<file path="src/rtl/ddr_wr_burst_ctrl.sv">
`timescale 1ns/1ps
// ---------------------------------------------------------------------------
// ddr_wr_burst_ctrl
// Drains the prefetch (FWFT) read side of the DDR write FIFO and issues
// fixed-length AXI4 INCR write bursts to the DDR controller user port.
// Burst addresses step through a frame buffer starting at BASE_ADDR and wrap
// back to BASE_ADDR once FRAME_BEATS beats have been written.
//
// Ports:
//   clk, rst_n            DDR user clock (also FIFO read clock), async reset
//   enable                allow new bursts to start
//   frame_start           pulse: restart addressing at BASE_ADDR
//   fifo_rd_en            FIFO pop (same cycle as the W handshake)
//   fifo_rd_data          FIFO head word, valid while !fifo_empty
//   fifo_empty            FIFO empty flag
//   fifo_rd_level         FIFO read water level in words
//   m_aw*                 AXI write address channel (master)
//   m_w*                  AXI write data channel (master)
//   m_b*                  AXI write response channel (master)
//   busy                  controller not idle
//   frame_done            one-cycle pulse after the last response of a frame
//   resp_err              sticky error flag, set on any non-OKAY response
// ---------------------------------------------------------------------------
module ddr_wr_burst_ctrl #(
    parameter int unsigned DATA_WIDTH  = 256,
    parameter int unsigned ADDR_WIDTH  = 28,
    parameter int unsigned LVL_WIDTH   = 8,
    parameter int unsigned BURST_LEN   = 16,
    parameter logic [ADDR_WIDTH-1:0] BASE_ADDR = '0,
    parameter int unsigned FRAME_BEATS = 1024
) (
    input  logic                    clk,
    input  logic                    rst_n,
    input  logic                    enable,
    input  logic                    frame_start,
    output logic                    fifo_rd_en,
    input  logic [DATA_WIDTH-1:0]   fifo_rd_data,
    input  logic                    fifo_empty,
    input  logic [LVL_WIDTH-1:0]    fifo_rd_level,
    output logic [ADDR_WIDTH-1:0]   m_awaddr,
    output logic [7:0]              m_awlen,
    output logic                    m_awvalid,
    input  logic                    m_awready,
    output logic [DATA_WIDTH-1:0]   m_wdata,
    output logic [DATA_WIDTH/8-1:0] m_wstrb,
    output logic                    m_wlast,
    output logic                    m_wvalid,
    input  logic                    m_wready,
    input  logic [1:0]              m_bresp,
    input  logic                    m_bvalid,
    output logic                    m_bready,
    output logic                    busy,
    output logic                    frame_done,
    output logic                    resp_err
);

    localparam int unsigned STRB_W      = DATA_WIDTH / 8;
    localparam int unsigned BURST_BYTES = BURST_LEN * STRB_W;
    localparam int unsigned FRM_W       = $clog2(FRAME_BEATS + 1);

    localparam logic [ADDR_WIDTH-1:0] ADDR_STEP = ADDR_WIDTH'(BURST_BYTES);
    localparam logic [7:0]            LAST_BEAT = 8'(BURST_LEN - 1);
    localparam logic [FRM_W-1:0]      FRM_STEP  = FRM_W'(BURST_LEN);
    localparam logic [FRM_W-1:0]      FRM_END   = FRM_W'(FRAME_BEATS);

    typedef enum logic [1:0] {
        ST_IDLE = 2'd0,
        ST_ADDR = 2'd1,
        ST_DATA = 2'd2,
        ST_RESP = 2'd3
    } state_t;

    state_t                  r_state;
    logic [ADDR_WIDTH-1:0]   r_cur_addr;
    logic [FRM_W-1:0]        r_frm_cnt;
    logic [7:0]              r_beat_cnt;
    logic                    r_fs_pend;
    logic                    r_frame_done;
    logic                    r_resp_err;

    state_t                  w_state_nxt;
    logic [ADDR_WIDTH-1:0]   w_cur_addr_nxt;
    logic [FRM_W-1:0]        w_frm_cnt_nxt;
    logic [7:0]              w_beat_cnt_nxt;
    logic                    w_fs_pend_nxt;
    logic                    w_frame_done_nxt;
    logic                    w_resp_err_nxt;
    logic                    w_wvalid;
    logic                    w_wlast;
    logic                    w_rd_en;
    logic [FRM_W-1:0]        w_frm_sum;
    logic                    w_frm_wrap;
    logic                    w_level_ok;

    // Enough words buffered for a whole burst, so W never starves by design
    assign w_level_ok = (32'(fifo_rd_level) >= BURST_LEN);

    // State and bookkeeping registers
    always_ff @(posedge clk or negedge rst_n) begin
        if (!rst_n) begin
            r_state      <= ST_IDLE;
            r_cur_addr   <= BASE_ADDR;
            r_frm_cnt    <= '0;
            r_beat_cnt   <= '0;
            r_fs_pend    <= 1'b0;
            r_frame_done <= 1'b0;
            r_resp_err   <= 1'b0;
        end else begin
            r_state      <= w_state_nxt;
            r_cur_addr   <= w_cur_addr_nxt;
            r_frm_cnt    <= w_frm_cnt_nxt;
            r_beat_cnt   <= w_beat_cnt_nxt;
            r_fs_pend    <= w_fs_pend_nxt;
            r_frame_done <= w_frame_done_nxt;
            r_resp_err   <= w_resp_err_nxt;
        end
    end

    // Next-state, address/frame bookkeeping and W-channel handshake
    always_comb begin
        w_state_nxt      = r_state;
        w_cur_addr_nxt   = r_cur_addr;
        w_frm_cnt_nxt    = r_frm_cnt;
        w_beat_cnt_nxt   = r_beat_cnt;
        w_fs_pend_nxt    = r_fs_pend;
        w_frame_done_nxt = 1'b0;
        w_resp_err_nxt   = r_resp_err;
        w_wvalid         = 1'b0;
        w_wlast          = 1'b0;
        w_rd_en          = 1'b0;
        w_frm_sum        = r_frm_cnt + FRM_STEP;
        w_frm_wrap       = (w_frm_sum >= FRM_END);

        case (r_state)
            ST_IDLE: begin
                // A frame restart takes the whole cycle; the burst waits one
                if (frame_start) begin
                    w_cur_addr_nxt = BASE_ADDR;
                    w_frm_cnt_nxt  = '0;
                end else if (enable && w_level_ok) begin
                    w_state_nxt = ST_ADDR;
                end
            end

            ST_ADDR: begin
                if (frame_start) begin
                    w_fs_pend_nxt = 1'b1;
                end
                if (m_awready) begin
                    w_state_nxt = ST_DATA;
                end
            end

            ST_DATA: begin
                if (frame_start) begin
                    w_fs_pend_nxt = 1'b1;
                end
                w_wvalid = !fifo_empty;
                w_wlast  = (r_beat_cnt == LAST_BEAT);
                w_rd_en  = w_wvalid && m_wready;
                if (w_rd_en) begin
                    if (w_wlast) begin
                        w_beat_cnt_nxt = '0;
                        w_state_nxt    = ST_RESP;
                    end else begin
                        w_beat_cnt_nxt = r_beat_cnt + 8'd1;
                    end
                end
            end

            ST_RESP: begin
                if (m_bvalid) begin
                    if (m_bresp != 2'b00) begin
                        w_resp_err_nxt = 1'b1;
                    end
                    // A restart request (held or arriving now) beats the advance
                    if (r_fs_pend || frame_start || w_frm_wrap) begin
                        w_cur_addr_nxt = BASE_ADDR;
                        w_frm_cnt_nxt  = '0;
                    end else begin
                        w_cur_addr_nxt = r_cur_addr + ADDR_STEP;
                        w_frm_cnt_nxt  = w_frm_sum;
                    end
                    w_frame_done_nxt = w_frm_wrap;
                    w_fs_pend_nxt    = 1'b0;
                    w_state_nxt      = ST_IDLE;
                end else if (frame_start) begin
                    w_fs_pend_nxt = 1'b1;
                end
            end

            default: begin
                w_state_nxt = ST_IDLE;
            end
        endcase
    end

    // AW fields come straight from registers, so they hold during stalls
    assign m_awvalid  = (r_state == ST_ADDR);
    assign m_awaddr   = r_cur_addr;
    assign m_awlen    = LAST_BEAT;

    // Prefetch FIFO: head word is presented directly and popped on handshake
    assign m_wvalid   = w_wvalid;
    assign m_wdata    = fifo_rd_data;
    assign m_wstrb    = {STRB_W{1'b1}};
    assign m_wlast    = w_wlast;
    assign fifo_rd_en = w_rd_en;

    assign m_bready   = (r_state == ST_RESP);
    assign busy       = (r_state != ST_IDLE);
    assign frame_done = r_frame_done;
    assign resp_err   = r_resp_err;

endmodule

</file>
<file path="config.mk">
export PLATFORM = sky130hd
export DESIGN_NAME = ddr_wr_burst_ctrl
export DESIGN_NICKNAME = d
export VERILOG_FILES = /design/src/rtl/ddr_wr_burst_ctrl.sv
export SDC_FILE = /design/constraint.sdc
export NUM_CORES = 1
export LEC_CHECK = 0
export ABC_AREA = 1
export BUFFER_PORTS_ARGS = -buffer_cell sky130_fd_sc_hd__buf_2
export CAP_MARGIN = 20
export CORE_AREA = 2 2 236 238
export DETAILED_ROUTE_END_ITERATION = 7
export DIE_AREA = 0 0 238 240
export PLACE_DENSITY = 0.31
export SETUP_SLACK_MARGIN = 0.5
export SKIP_LAST_GASP = 1
export SYNTH_ARGS = -nofsm -noshare
export SYNTH_HDL_FRONTEND = slang
export SYNTH_SLANG_ARGS = --single-unit
</file>
<file path="constraint.sdc">
create_clock -name clk -period 1.5 [get_ports clk]
set_clock_uncertainty 0.1 [all_clocks]
set_input_delay 0.225 -clock clk [delete_from_list [all_inputs] [get_ports clk]]
set_output_delay 0.225 -clock clk [all_outputs]
set_load 0.05 [all_outputs]
</file>
* After elaboration in Yosys (flattened, before gate mapping)
Cells that the tools add are included.
Word-level totals: word-level logic and storage cells 62, input bits 274, flip-flop bits (word level) 52, output and inout bits 332
Operators by class: eq/ne operators 11, add/sub/neg operators 3, mux-type cells 24, order comparisons 2, reductions and logical operators 15
Operators by type and width (number):
- 28-bit 2-to-1 mux | 3
- 28-bit one-hot mux with 2 select lines | 1
- 11-bit 2-to-1 mux | 3
- 28-bit by 10-bit adder with 28-bit output (second input constant) | 1
- 11-bit one-hot mux with 2 select lines | 1
- 2-bit 2-to-1 mux | 6
- 2-bit != test (second input constant) | 6
- 11-bit by 5-bit adder with 11-bit output (second input constant) | 1
- 11-bit >= comparator (second input constant) | 1
- 8-bit by 1-bit adder with 8-bit output (second input constant) | 1
- 8-bit by 4-bit == test with 1-bit output (second input constant) | 1
- 8-bit by 5-bit >= comparator with 1-bit output (second input constant) | 1
- 8-bit 2-to-1 mux | 1
- 2-bit one-hot mux with 4 select lines | 1
- 2-bit nonzero test | 4
- 1-bit 2-to-1 mux | 7
- 3-bit AND reduction | 2
- 6-bit AND reduction | 1
- 2-bit == test (second input constant) | 2
- 2-bit by 1-bit == test with 1-bit output (second input constant) | 1
- 1-bit logical AND | 2
- 2-bit zero test | 1
- 1-bit logical OR | 2
- 2-bit by 1-bit != test with 1-bit output (second input constant) | 1
- 4 further kinds | 4

* Depth between registers and ports, before layout
depth after elaboration 6, gate-level depth with buffers 12, mapped depth without buffers 12

* Least setup slack after synthesis
No wires, ideal clock.
path type reg2reg, from register r_state[0], to register r_beat_cnt[5], clock period less this slack 2.562 ns, cell stages (with the launch flop) 9, library setup time 0.123 ns, setup slack -1.062 ns, arrival time 2.338 ns, path buffers 0, required time 1.277 ns, cell sequence dfrtp_1 inv_1 ha_1 inv_1 nor2_1 nand2_1 clkinv_1 nand4_1 xnor2_1
On the way: word-level cells in the longest chain between the ends 2
RTL lines:
- start, declared | RTL line 73 | state_t r_state;
- start signal, assigned | RTL line 109 | r_state <= w_state_nxt;
- 2-bit == test | RTL line 134 | case (r_state)
- 2-bit AND reduction (no line)
- end signal, assigned | RTL line 112 | r_beat_cnt <= w_beat_cnt_nxt;
- end, declared | RTL line 76 | logic [7:0] r_beat_cnt;
No other way between the ends. A chain may end at the register's enable or synchronous reset.

* Worst setup path in the final report
from register r_state[0], to output port busy
On the way: word-level cells in the longest chain between the ends 1
RTL lines:
- 2-bit nonzero test | RTL line 211 | assign busy = (r_state != ST_IDLE);
- end, declared | RTL line 52 | output logic busy,
No other way between the ends.

==> flow_summary.ini <==
[layout]
fin_area_um2 = 5280
mostFrequentLayoutCells = 84 x nand2_1, 57 x buf_4, 49 x conb_1
area_growth_pct = 13.0
final_common_cell = nand2_1
drive_above_1_share_pct = 42.7
antennaDiodeCount = 0
nFillCells = 6364
nNetsFinal = 790

[placed_design]
gp_congestion = 0.706
place_hpwl_um = 12200
placed_cell_area_um2 = 4190
place_ws_ns = -0.256
io_buffers = 40

[route]
ant_nets = 0
vias = 3048
wl_per_cell_um = 13.0
route.detailed.drc = 0
drt-pass1-iter-count = 4
drtIter0Drc = 88
vias_per_cell = 2.51
routed_wirelength_um = 15700

[grt]
grt_start_max_net_pins = 30
antenna_found_initial = 0
grt_pass1_vias = 3116
grt.overflow.total = 0
grt.total_usage_pct = 5.20
grt_pass1_wl_um = 21400

[timing]
fin_ws_ns = -0.261
fin_crit_ns = 1.76
max_freq_ghz = 0.568
worst_pin_slew_ns = 0.528
hold_violations = 10
finalMaxSlewViolations = 0
tns_ns = -7.17
grt_setup_unrepaired = yes
period_share_pct = 117
slew_headroom_pct = 64.8
setup_violations = 41
hold_ws_ns = -0.0235

[worst_setup_path]
arrival_ns = 1.44
crit_path_max_incr_delay_ns = 0.39
end_kind = output port
startpoint_type = flop
critical-path-top-delay-family = buffers and inverters
required_ns = 1.17
worstSetupPathType = reg -> out
cp_common_cell = buf_6
path_max_fanout = 3
path_cells = inv_2 > ha_4 > clkinvlp_4 > buf_6 > buf_6 > buf_8
cp_slowest_cell = dfrtp_1
critical_path_buf_inv_count = 5

[floorplan]
die_area_um2 = 57100
io_pins = 606
die_h_um = 240
coreArea_um2 = 54700
die_x_um = 238
start_util_pct = 8.55
rows = 86

[clocking]
htreeDepth = 2
clock_path_buffers = 2
cts_buffers = 5
cts_tree = built
clkSinkCount = 39
cts.reportedPaths.clkPinSlew_ns = 0.06
worstSkewPairLatency_ns = 0.30
root_buffer = clkbuf_16

[yosys]
seq_area_frac_synth_pct = 20.9
ys_seq_elements = 39
syn_area_per_cell_um2 = 7.47
synth_warnings = 0
ys_types = 29
netlist_top_cells_area = buf_4 49%, dfrtp_1 21%, nand2_1 8.2%
synth_ff_type = dfrtp_1
synthCells = 626
yosysTopAreaCellShare_pct = 49.0
synth_edf_count = 0
syn-cell-area_um2 = 4670
yosys.area.top_type = buf_4
synth-async-reset-ratio_pct = 100

[status]
status = complete, but fails checks
violations = hold timing, setup timing

[run]
maxCapViolations = 0

[pwr]
power_density_nw_per_um2 = 1080
ir_drop_uv = 891
p_leak_uw = 0.00221

[hold_path]
hold_class = in -> async
[layout make-up]
type                    instances  area, µm²  share of cell area [%]
repair buffers                136       1430                    27.0
clock inverters                 3       23.8                   0.450
flip-flops and latches         39        983                    18.6
inverters                      38        166                    3.15
clock buffers                   5        125                    2.37
multi-input cells             287       1680                    31.7
well taps                     704        881                    16.7
[metal layers]
metal	global-route usage, %	wire length, µm	vias to the layer above	part of all wire, %
li1	-	-	1329	-
met1	4.76	4870	1297	31
met5	0	0	-	0
met2	7.46	6660	293	42
met4	4.96	1470	0	9.3
met3	3.82	2750	129	17
[sequential cells by signal, indices dropped and copies added (netlist names)]
signal,flops
m_awaddr,19
frame_done,1
resp_err,1
r_frm_cnt,7
r_beat_cnt,8
r_state,2
r_fs_pend,1
[worst reg2reg max path: cells and delay by family, from the launching register on]
kind,cells,cell delay (ns)
flip-flops,1,0.39
buffers and inverters,4,0.52
AND/OR/NAND/NOR,5,0.47
adder cells (fa/ha/maj),1,0.17
[kinds of logic (layout without fill, tap and decap cells)]
logic type,after synthesis,count (layout),share of synthesized area [%]
adders and majority gates,9,9,2.41
AOI/OAI and AO/OA,18,18,2.33
DFF,39,39,20.9
xor gates and xnor gates,12,12,2.25
and+or+nand+nor,199,199,19.0
other,2,49,0.161
buffers and inverters,347,182,53.0
[through the flow]
step,util [%],power (µW),std cells
floorplan,-,4690,673
global placement,7.67,3610,1169
detailed placement,7.67,3600,1169
CTS,9.30,5420,1201
global route,9.66,6070,1212
finish,9.66,5710,1212
[cells in the mapped netlist (4+ instances only)]
cell      number
nor2_1        43
nor2_4         5
nand3_1       21
ha_1           9
nand4_1        9
nor2_2        13
buf_4        305
xnor2_1        7
a21oi_1        4
inv_1         37
o21ai_0        7
nand2_1      102
xor2_1         5
nand3b_1       4
dfrtp_1       39
[path summary, 6_finish.rpt]
kind                             from           end  slack, ns  cells past startpoint
setup / recovery           r_state[0]          busy      -0.26                      6
hold / removal                  rst_n    r_state[1]      -0.02                      2
setup reg to reg           r_state[1]  m_awaddr[14]      -0.24                     10
hold reg to reg             r_fs_pend     r_fs_pend       0.39                      2
max in group asynchronous       rst_n  m_awaddr[25]       0.67                      3
min in group clk           m_bresp[0]      resp_err       0.09                      3
[where the power goes]
part	internal [µW]	switching, µW	total, µW
Combinational	1480	1800	3280
Clock	625	544	1170
Sequential	1170	85.8	1260
[what timing repair did]
action | CTS | global route
pin swaps | 14 | 24
endpoints found under the hold margin | 10 | 0
hold buffers | 2 | 0
endpoints found under the setup margin | 66 | 76
resized for setup | 154 | 19
gates cloned | 0 | 2
setup buffers | 22 | 9
Power figures use the tool's default switching activity.
